==> src/rtl/src_ctrl_pkg.sv <==
// Shared definitions for the SRC control sequencers: opcodes, condition codes,
// sequencer state encoding and the datapath strobe bundle.
package src_ctrl_pkg;

  localparam logic [4:0] OP_BR    = 5'b10010;
  localparam logic [4:0] OP_JR    = 5'b10011;
  localparam logic [4:0] OP_JAL   = 5'b10100;
  localparam logic [3:0] LINK_REG = 4'd15;

  // Branch condition field IR[20:19]; evaluated by the CON flip-flop logic.
  typedef enum logic [1:0] {
    COND_ZR = 2'b00,
    COND_NZ = 2'b01,
    COND_PL = 2'b10,
    COND_MI = 2'b11
  } cond_t;

  typedef enum logic [2:0] {
    ST_IDLE  = 3'd0,
    ST_BR_T3 = 3'd1,
    ST_BR_T4 = 3'd2,
    ST_BR_T5 = 3'd3,
    ST_BR_T6 = 3'd4,
    ST_JR_T3 = 3'd5,
    ST_JL_T3 = 3'd6,
    ST_JL_T4 = 3'd7
  } state_t;

  typedef struct packed {
    logic [3:0] reg_sel;
    logic       r_out;
    logic       r_in;
    logic       con_in;
    logic       pc_out;
    logic       pc_in;
    logic       y_in;
    logic       c_out;
    logic       alu_add;
    logic       z_in;
    logic       zlow_out;
    logic       done;
  } strobe_t;

  function automatic logic is_seq_op(input logic [4:0] op);
    return (op == OP_BR) || (op == OP_JR) || (op == OP_JAL);
  endfunction

  // First execution step for a supported opcode; IDLE for anything else.
  function automatic state_t entry_state(input logic [4:0] op);
    state_t s;
    case (op)
      OP_BR:   s = ST_BR_T3;
      OP_JR:   s = ST_JR_T3;
      OP_JAL:  s = ST_JL_T3;
      default: s = ST_IDLE;
    endcase
    return s;
  endfunction

  function automatic logic [1:0] bus_driver_count(input strobe_t s);
    return 2'(s.r_out) + 2'(s.pc_out) + 2'(s.c_out) + 2'(s.zlow_out);
  endfunction

endpackage

==> src/rtl/branch_strobe_decode.sv <==
// Combinational decode of sequencer state into one-hot datapath strobes.
// Only pc_in in BR_T6 depends on a live input (con_q); everything else is Moore.
module branch_strobe_decode
  import src_ctrl_pkg::*;
(
  input  state_t     state_i,
  input  logic [3:0] ra_i,
  input  logic       con_q_i,
  output strobe_t    strobe_o
);

  always_comb begin
    strobe_o = '0;
    case (state_i)
      ST_BR_T3: begin
        strobe_o.reg_sel = ra_i;
        strobe_o.r_out   = 1'b1;
        strobe_o.con_in  = 1'b1;
      end
      ST_BR_T4: begin
        strobe_o.pc_out = 1'b1;
        strobe_o.y_in   = 1'b1;
      end
      ST_BR_T5: begin
        strobe_o.c_out   = 1'b1;
        strobe_o.alu_add = 1'b1;
        strobe_o.z_in    = 1'b1;
      end
      ST_BR_T6: begin
        strobe_o.zlow_out = 1'b1;
        strobe_o.pc_in    = con_q_i;
        strobe_o.done     = 1'b1;
      end
      ST_JR_T3: begin
        strobe_o.reg_sel = ra_i;
        strobe_o.r_out   = 1'b1;
        strobe_o.pc_in   = 1'b1;
        strobe_o.done    = 1'b1;
      end
      // Link write happens first so jal with Ra==LINK_REG jumps to the new link value.
      ST_JL_T3: begin
        strobe_o.pc_out  = 1'b1;
        strobe_o.reg_sel = LINK_REG;
        strobe_o.r_in    = 1'b1;
      end
      ST_JL_T4: begin
        strobe_o.reg_sel = ra_i;
        strobe_o.r_out   = 1'b1;
        strobe_o.pc_in   = 1'b1;
        strobe_o.done    = 1'b1;
      end
      default: strobe_o = '0;
    endcase
  end

endmodule

==> src/rtl/branch_seq.sv <==
// Control sequencer for SRC br/jr/jal, steps T3 onward. Accepts start only in
// IDLE, holds Ra internally, and reports taken/illegal as registered flags.
module branch_seq
  import src_ctrl_pkg::*;
(
  input  logic        clk,
  input  logic        rst_n,
  input  logic        start,
  input  logic [31:0] ir,
  input  logic        con_q,
  output logic [3:0]  reg_sel,
  output logic        r_out,
  output logic        r_in,
  output logic        con_in,
  output logic        pc_out,
  output logic        pc_in,
  output logic        y_in,
  output logic        c_out,
  output logic        alu_add,
  output logic        z_in,
  output logic        zlow_out,
  output logic        busy,
  output logic        done,
  output logic        taken,
  output logic        illegal
);

  state_t     state_q, state_d;
  logic [3:0] ra_q, ra_d;
  logic       taken_q, taken_d;
  logic       illegal_q, illegal_d;
  strobe_t    strobe;

  logic [4:0] ir_op;
  logic [3:0] ir_ra;
  logic       unused_ir_bits;

  assign ir_op          = ir[31:27];
  assign ir_ra          = ir[26:23];
  assign unused_ir_bits = ^ir[22:0];

  always_ff @(posedge clk or negedge rst_n) begin
    if (!rst_n) begin
      state_q   <= ST_IDLE;
      ra_q      <= '0;
      taken_q   <= 1'b0;
      illegal_q <= 1'b0;
    end else begin
      state_q   <= state_d;
      ra_q      <= ra_d;
      taken_q   <= taken_d;
      illegal_q <= illegal_d;
    end
  end

  always_comb begin
    state_d   = state_q;
    ra_d      = ra_q;
    taken_d   = taken_q;
    illegal_d = 1'b0;
    case (state_q)
      ST_IDLE: begin
        if (start) begin
          if (is_seq_op(ir_op)) begin
            state_d = entry_state(ir_op);
            ra_d    = ir_ra;
          end else begin
            illegal_d = 1'b1;
          end
        end
      end
      ST_BR_T3: state_d = ST_BR_T4;
      ST_BR_T4: state_d = ST_BR_T5;
      ST_BR_T5: state_d = ST_BR_T6;
      ST_BR_T6: begin
        state_d = ST_IDLE;
        taken_d = con_q;
      end
      ST_JR_T3: begin
        state_d = ST_IDLE;
        taken_d = 1'b1;
      end
      ST_JL_T3: state_d = ST_JL_T4;
      ST_JL_T4: begin
        state_d = ST_IDLE;
        taken_d = 1'b1;
      end
      default: state_d = ST_IDLE;
    endcase
  end

  branch_strobe_decode u_decode (
    .state_i  (state_q),
    .ra_i     (ra_q),
    .con_q_i  (con_q),
    .strobe_o (strobe)
  );

  always_comb begin
    reg_sel  = strobe.reg_sel;
    r_out    = strobe.r_out;
    r_in     = strobe.r_in;
    con_in   = strobe.con_in;
    pc_out   = strobe.pc_out;
    pc_in    = strobe.pc_in;
    y_in     = strobe.y_in;
    c_out    = strobe.c_out;
    alu_add  = strobe.alu_add;
    z_in     = strobe.z_in;
    zlow_out = strobe.zlow_out;
    done     = strobe.done;
    busy     = (state_q != ST_IDLE);
    taken    = taken_q;
    illegal  = illegal_q;
  end

endmodule

==> config.mk <==
export PLATFORM = sky130hd
export DESIGN_NAME = branch_seq
export DESIGN_NICKNAME = d
export VERILOG_FILES = /design/src/rtl/src_ctrl_pkg.sv /design/src/rtl/branch_strobe_decode.sv /design/src/rtl/branch_seq.sv
export SDC_FILE = /design/constraint.sdc
export NUM_CORES = 1
export LEC_CHECK = 0
export CORE_ASPECT_RATIO = 1.25
export CORE_MARGIN = 5
export CORE_UTILIZATION = 31
export CTS_CLUSTER_DIAMETER = 100
export DETAILED_ROUTE_END_ITERATION = 8
export GPL_TIMING_DRIVEN = 0
export PLACE_DENSITY = 0.82
export SLEW_MARGIN = 20
export SYNTH_ARGS = -nofsm -noshare
export SYNTH_HDL_FRONTEND = slang
export SYNTH_SLANG_ARGS = --single-unit
==> constraint.sdc <==
create_clock -name clk -period 4.2 [get_ports clk]
set_clock_uncertainty 0.2 [all_clocks]
set_input_delay 0.84 -clock clk [delete_from_list [all_inputs] [get_ports clk]]
set_output_delay 0.84 -clock clk [all_outputs]
set_load 0.01 [all_outputs]
Word-level counts from Yosys, hierarchy flattened
Index checks and enable logic that the tools add are counted.

Reductions and logical operators: 11. Equal/unequal tests: 12. Mux-type cells: 18.

Operator list (number): 3-bit case mux with 6 select lines (1); 5-bit == test (second input constant) (3); 3-bit == test (second input constant) (4); 1-bit 2-to-1 mux (10); 3-bit 2-to-1 mux (3); 3-bit case mux with 3 select lines (1); 4-bit case mux with 2 select lines (1); 3-bit by 2-bit == test with 1-bit output (second input constant) (2); 3-bit OR reduction (2); 2-bit inequality test (second input constant) (2); 1-bit case mux with 2 select lines (2); 2-bit OR reduction (2); 3-bit by 1-bit == test with 1-bit output (second input constant) (1); 3-bit logical NOT (1); 3-bit AND reduction (1); 3-bit nonzero test (1); 1-bit logical OR (2); 2-bit AND reduction (1); 2-bit nonzero test (1).

Output and inout bits: 18. Flip-flop bits (word level): 9.

Logic depth before layout (Yosys ltp)
Depth in word-level cells: 6. Mapped depth: 4. Depth with buffers taken out: 3.

Modules after synthesis
Synthesis repeated with hierarchy kept, for this count alone.

Cell total of the unflattened synthesis: 60. Area, all modules: 593.1 µm².

By module, submodules not included: branch_seq (sequential area each 225.2 µm², area an instance 459.2 µm², cells an instance 36, times used 1); branch_strobe_decode (sequential area each 0.0 µm², area an instance 133.9 µm², cells an instance 24, times used 1).

Worst setup path after synthesis
Ideal clock, no wire load.

Path type: input to output. Start: input port con_q. End: output port pc_in. Cell stages on the path: 2. Path slack: 1.980 ns. Data arrival time: 1.180 ns. Cells stage by stage: nand2b_1 a21boi_0.

Cells in the longest elaborated chain, start to end: 1.

RTL lines: start: declaration (line branch_seq.sv:10) `input logic con_q,`; 1-bit case mux with 2 select lines (line branch_strobe_decode.sv:14) `case (state_i)`; end: declaration (line branch_seq.sv:16) `output logic pc_in,`.

No other way between the ends.

Worst setup path in the final report
Ends and elaborated chain as after synthesis.

==> impl_metrics.py <==
metrics = {
    "setup_path": {
        "r2r_cells": 3,
        "critical_path_required_ps": 3160,
        "timing.critical_path.to_type": "output port",
        "r2r-start": "state_q[2]",
        "critPathLaunchType": "input pin",
        "crit_path_start": "con_q",
        "cp_max_fo": 2,
        "crit_type": "input pin to output port",
        "arrival_ps": 2080,
    },
    "placed_design": {
        "preCtsSetupSlack_ps": 1070,
        "io_buffers": 30,
        "placed_cells": 110,
        "hpwl_um": 1047,
        "place_area_um2": 884.6,
        "gp_congestion": 0.7409,
    },
    "timing": {
        "rsz0062_at_grt": "false",
        "worst_pin_slew_ps": 396.4,
        "slew_violations": 0,
        "postLayoutSetupSlackWorst_ps": 1078,
        "holdWs_ps": 291.2,
        "final.min_clock_period_ps": 3122,
        "slew_headroom": 0.7329,
        "tns_ps": 0,
        "setup_viol": 0,
        "hold_viol_final": 0,
        "max_freq_mhz": 320.3,
        "fin_crit_sh": 0.7433,
    },
    "yosys": {
        "avgSynthCellArea_um2": 9.189,
        "synth_cells": 61,
        "ys_top_cells_by_count": "9 x dfrtp_1, 7 x inv_1, 5 x a21oi_1",
        "synth_top_area_share": 0.4018,
        "ys_seq_elements": 9,
        "synth_edf_count": 0,
        "syn_nets": 97,
        "yosysMostFrequentCell": "dfrtp_1",
        "yosysTopAreaCell": "dfrtp_1",
        "synth_seq_area_share": 0.4018,
        "synth.distinct_cells": 28,
        "ys_warn_count": 0,
        "synth-async-reset-ratio": 1.000,
        "syn_area_um2": 560.5,
        "synth_ff_type": "dfrtp_1",
        "synth_area_leaders": "dfrtp_1 40%, mux2_2 6.0%, inv_1 4.7%",
    },
    "drt": {
        "num_vias": 544,
        "drtAntennaViolNets": 0,
        "avgRoutedWirePerCell_um": 10.96,
        "avgViaCountPerCell": 4.772,
        "drt_first_iter_violations": 7,
        "first_pass_iters": 4,
        "wirelength_um": 1249,
        "drcViolationCount": 0,
    },
    "die": {
        "fp.dieH_um": 57.54,
        "core-area_mm2": 0.001744,
        "io_pins": 54,
        "die_area_mm2": 0.002764,
        "fp-row-count": 17,
        "start_util": 0.3214,
        "die_x_um": 48.04,
    },
    "clocking": {
        "root_buffer": "clkbuf_4",
        "postCtsHoldBufs": 0,
        "htreeDepth": 1,
        "cts_sinks": 9,
        "cts.repair.resized": 0,
        "clockBufferDepth": 2,
        "insertion_delay_ps": 250,
        "clk_pin_slew_ps": 60,
        "post-cts-setup-buffers": 0,
        "cts_tree": "done",
        "cts-buffers-inserted": 3,
    },
    "run_status": {
        "status": "completed",
    },
    "global_route": {
        "grt_antenna_before_repair": 0,
        "grt_overflow": 0,
        "track_usage": 0.1010,
        "grt_pass1_wl_um": 2070,
        "grt_max_degree": 11,
        "grt_pass1_vias": 523,
    },
    "layout": {
        "multiInputGateArea_um2": 279.0,
        "syn2layout_area_growth_pct": 62.50,
        "final_cells": 114,
        "postLayoutCellArea_um2": 910.9,
        "fin_nets": 132,
        "regArea_um2": 225.2,
        "diodes": 0,
        "utilization": 0.5222,
        "layout-drive-gt1-share": 0.1474,
        "nFillCells": 166,
    },
    "worst_hold_path": {
        "holdCritStartpoint": "ra_q[3]",
        "hold_path_class": "flip-flop to flip-flop",
        "worstHoldPathCells": 1,
    },
    "job": {
        "max-cap-violations": 0,
    },
    "power_and_ir_drop": {
        "leakage_nw": 0.4006,
        "peakVddDrop_mv": 0.2093,
        "totalPowerFinal_uw": 590.1,
        "power_density_mw_per_mm2": 647.9,
    },
}
final timing paths:
kind                                    to  slack [ps]
max in group asynchronous       state_q[2]        2850
worst min register to register     ra_q[3]         290
worst max-delay path                 pc_in        1080
worst max register to register     ra_q[3]        2620
worst min-delay path               ra_q[3]         290
min in group asynchronous          illegal         670
cell families after synthesis:
family                 after synthesis  share of synthesized area
AO/OA/AOI/OAI                       14                     0.1652
XOR/XNOR                             1                    0.01563
buffers and inverters               12                     0.1004
flip-flops                           9                     0.4018
multiplexers                         4                    0.08035
AND/OR/NAND/NOR                     21                     0.2366
state kept, by name, summed over array words and instances, names as in the netlist:
| register | count |
|---|---|
| ra_q | 4 |
| illegal | 1 |
| state_q | 3 |
| taken | 1 |
power by group:
group | internal, mW | total (mW) | switching, mW
combinational | 0.211 | 0.376 | 0.165
clock | 0.0365 | 0.0653 | 0.0288
sequential | 0.124 | 0.148 | 0.0247
cell usage in the layout, fill, tap and decap left out, types with 2 or more instances in the layout:
cell / synthesis / routed
inv_1: 7 / 7
and3_1: 2 / 2
a21oi_1: 5 / 5
mux2_2: 3 / 3
clkbuf_4: 0 / 3
o21ai_0: 3 / 3
buf_4: 2 / 2
dfrtp_1: 9 / 9
buf_2: 3 / 3
nor2b_1: 2 / 2
nand2_1: 3 / 3
and2_1: 2 / 2
nand2b_1: 2 / 2
nor2_1: 3 / 3
clkdlybuf4s50_1: 0 / 30
layer usage:
layer	vias up	track usage	wire length, µm
met5	-	0	0
met4	0	0.04615	24
met3	4	0.03470	164
met2	27	0.1777	584
met1	241	0.09943	476
li1	272	-	-
cell type report:
type,instances,area share
buffer,5,0.03297
sequential,9,0.2473
multi-input combinational,40,0.3063
clock buffer,4,0.02885
timing repair buffer,30,0.3297
inverter,7,0.02885
tap,19,0.02610
critical path, cell delays in order:
cell             delay, ps
clkdlybuf4s50_1        480
nand2b_1                50
a21boi_0               160
clkdlybuf4s50_1        550
Power figures use the tool's default switching activity.
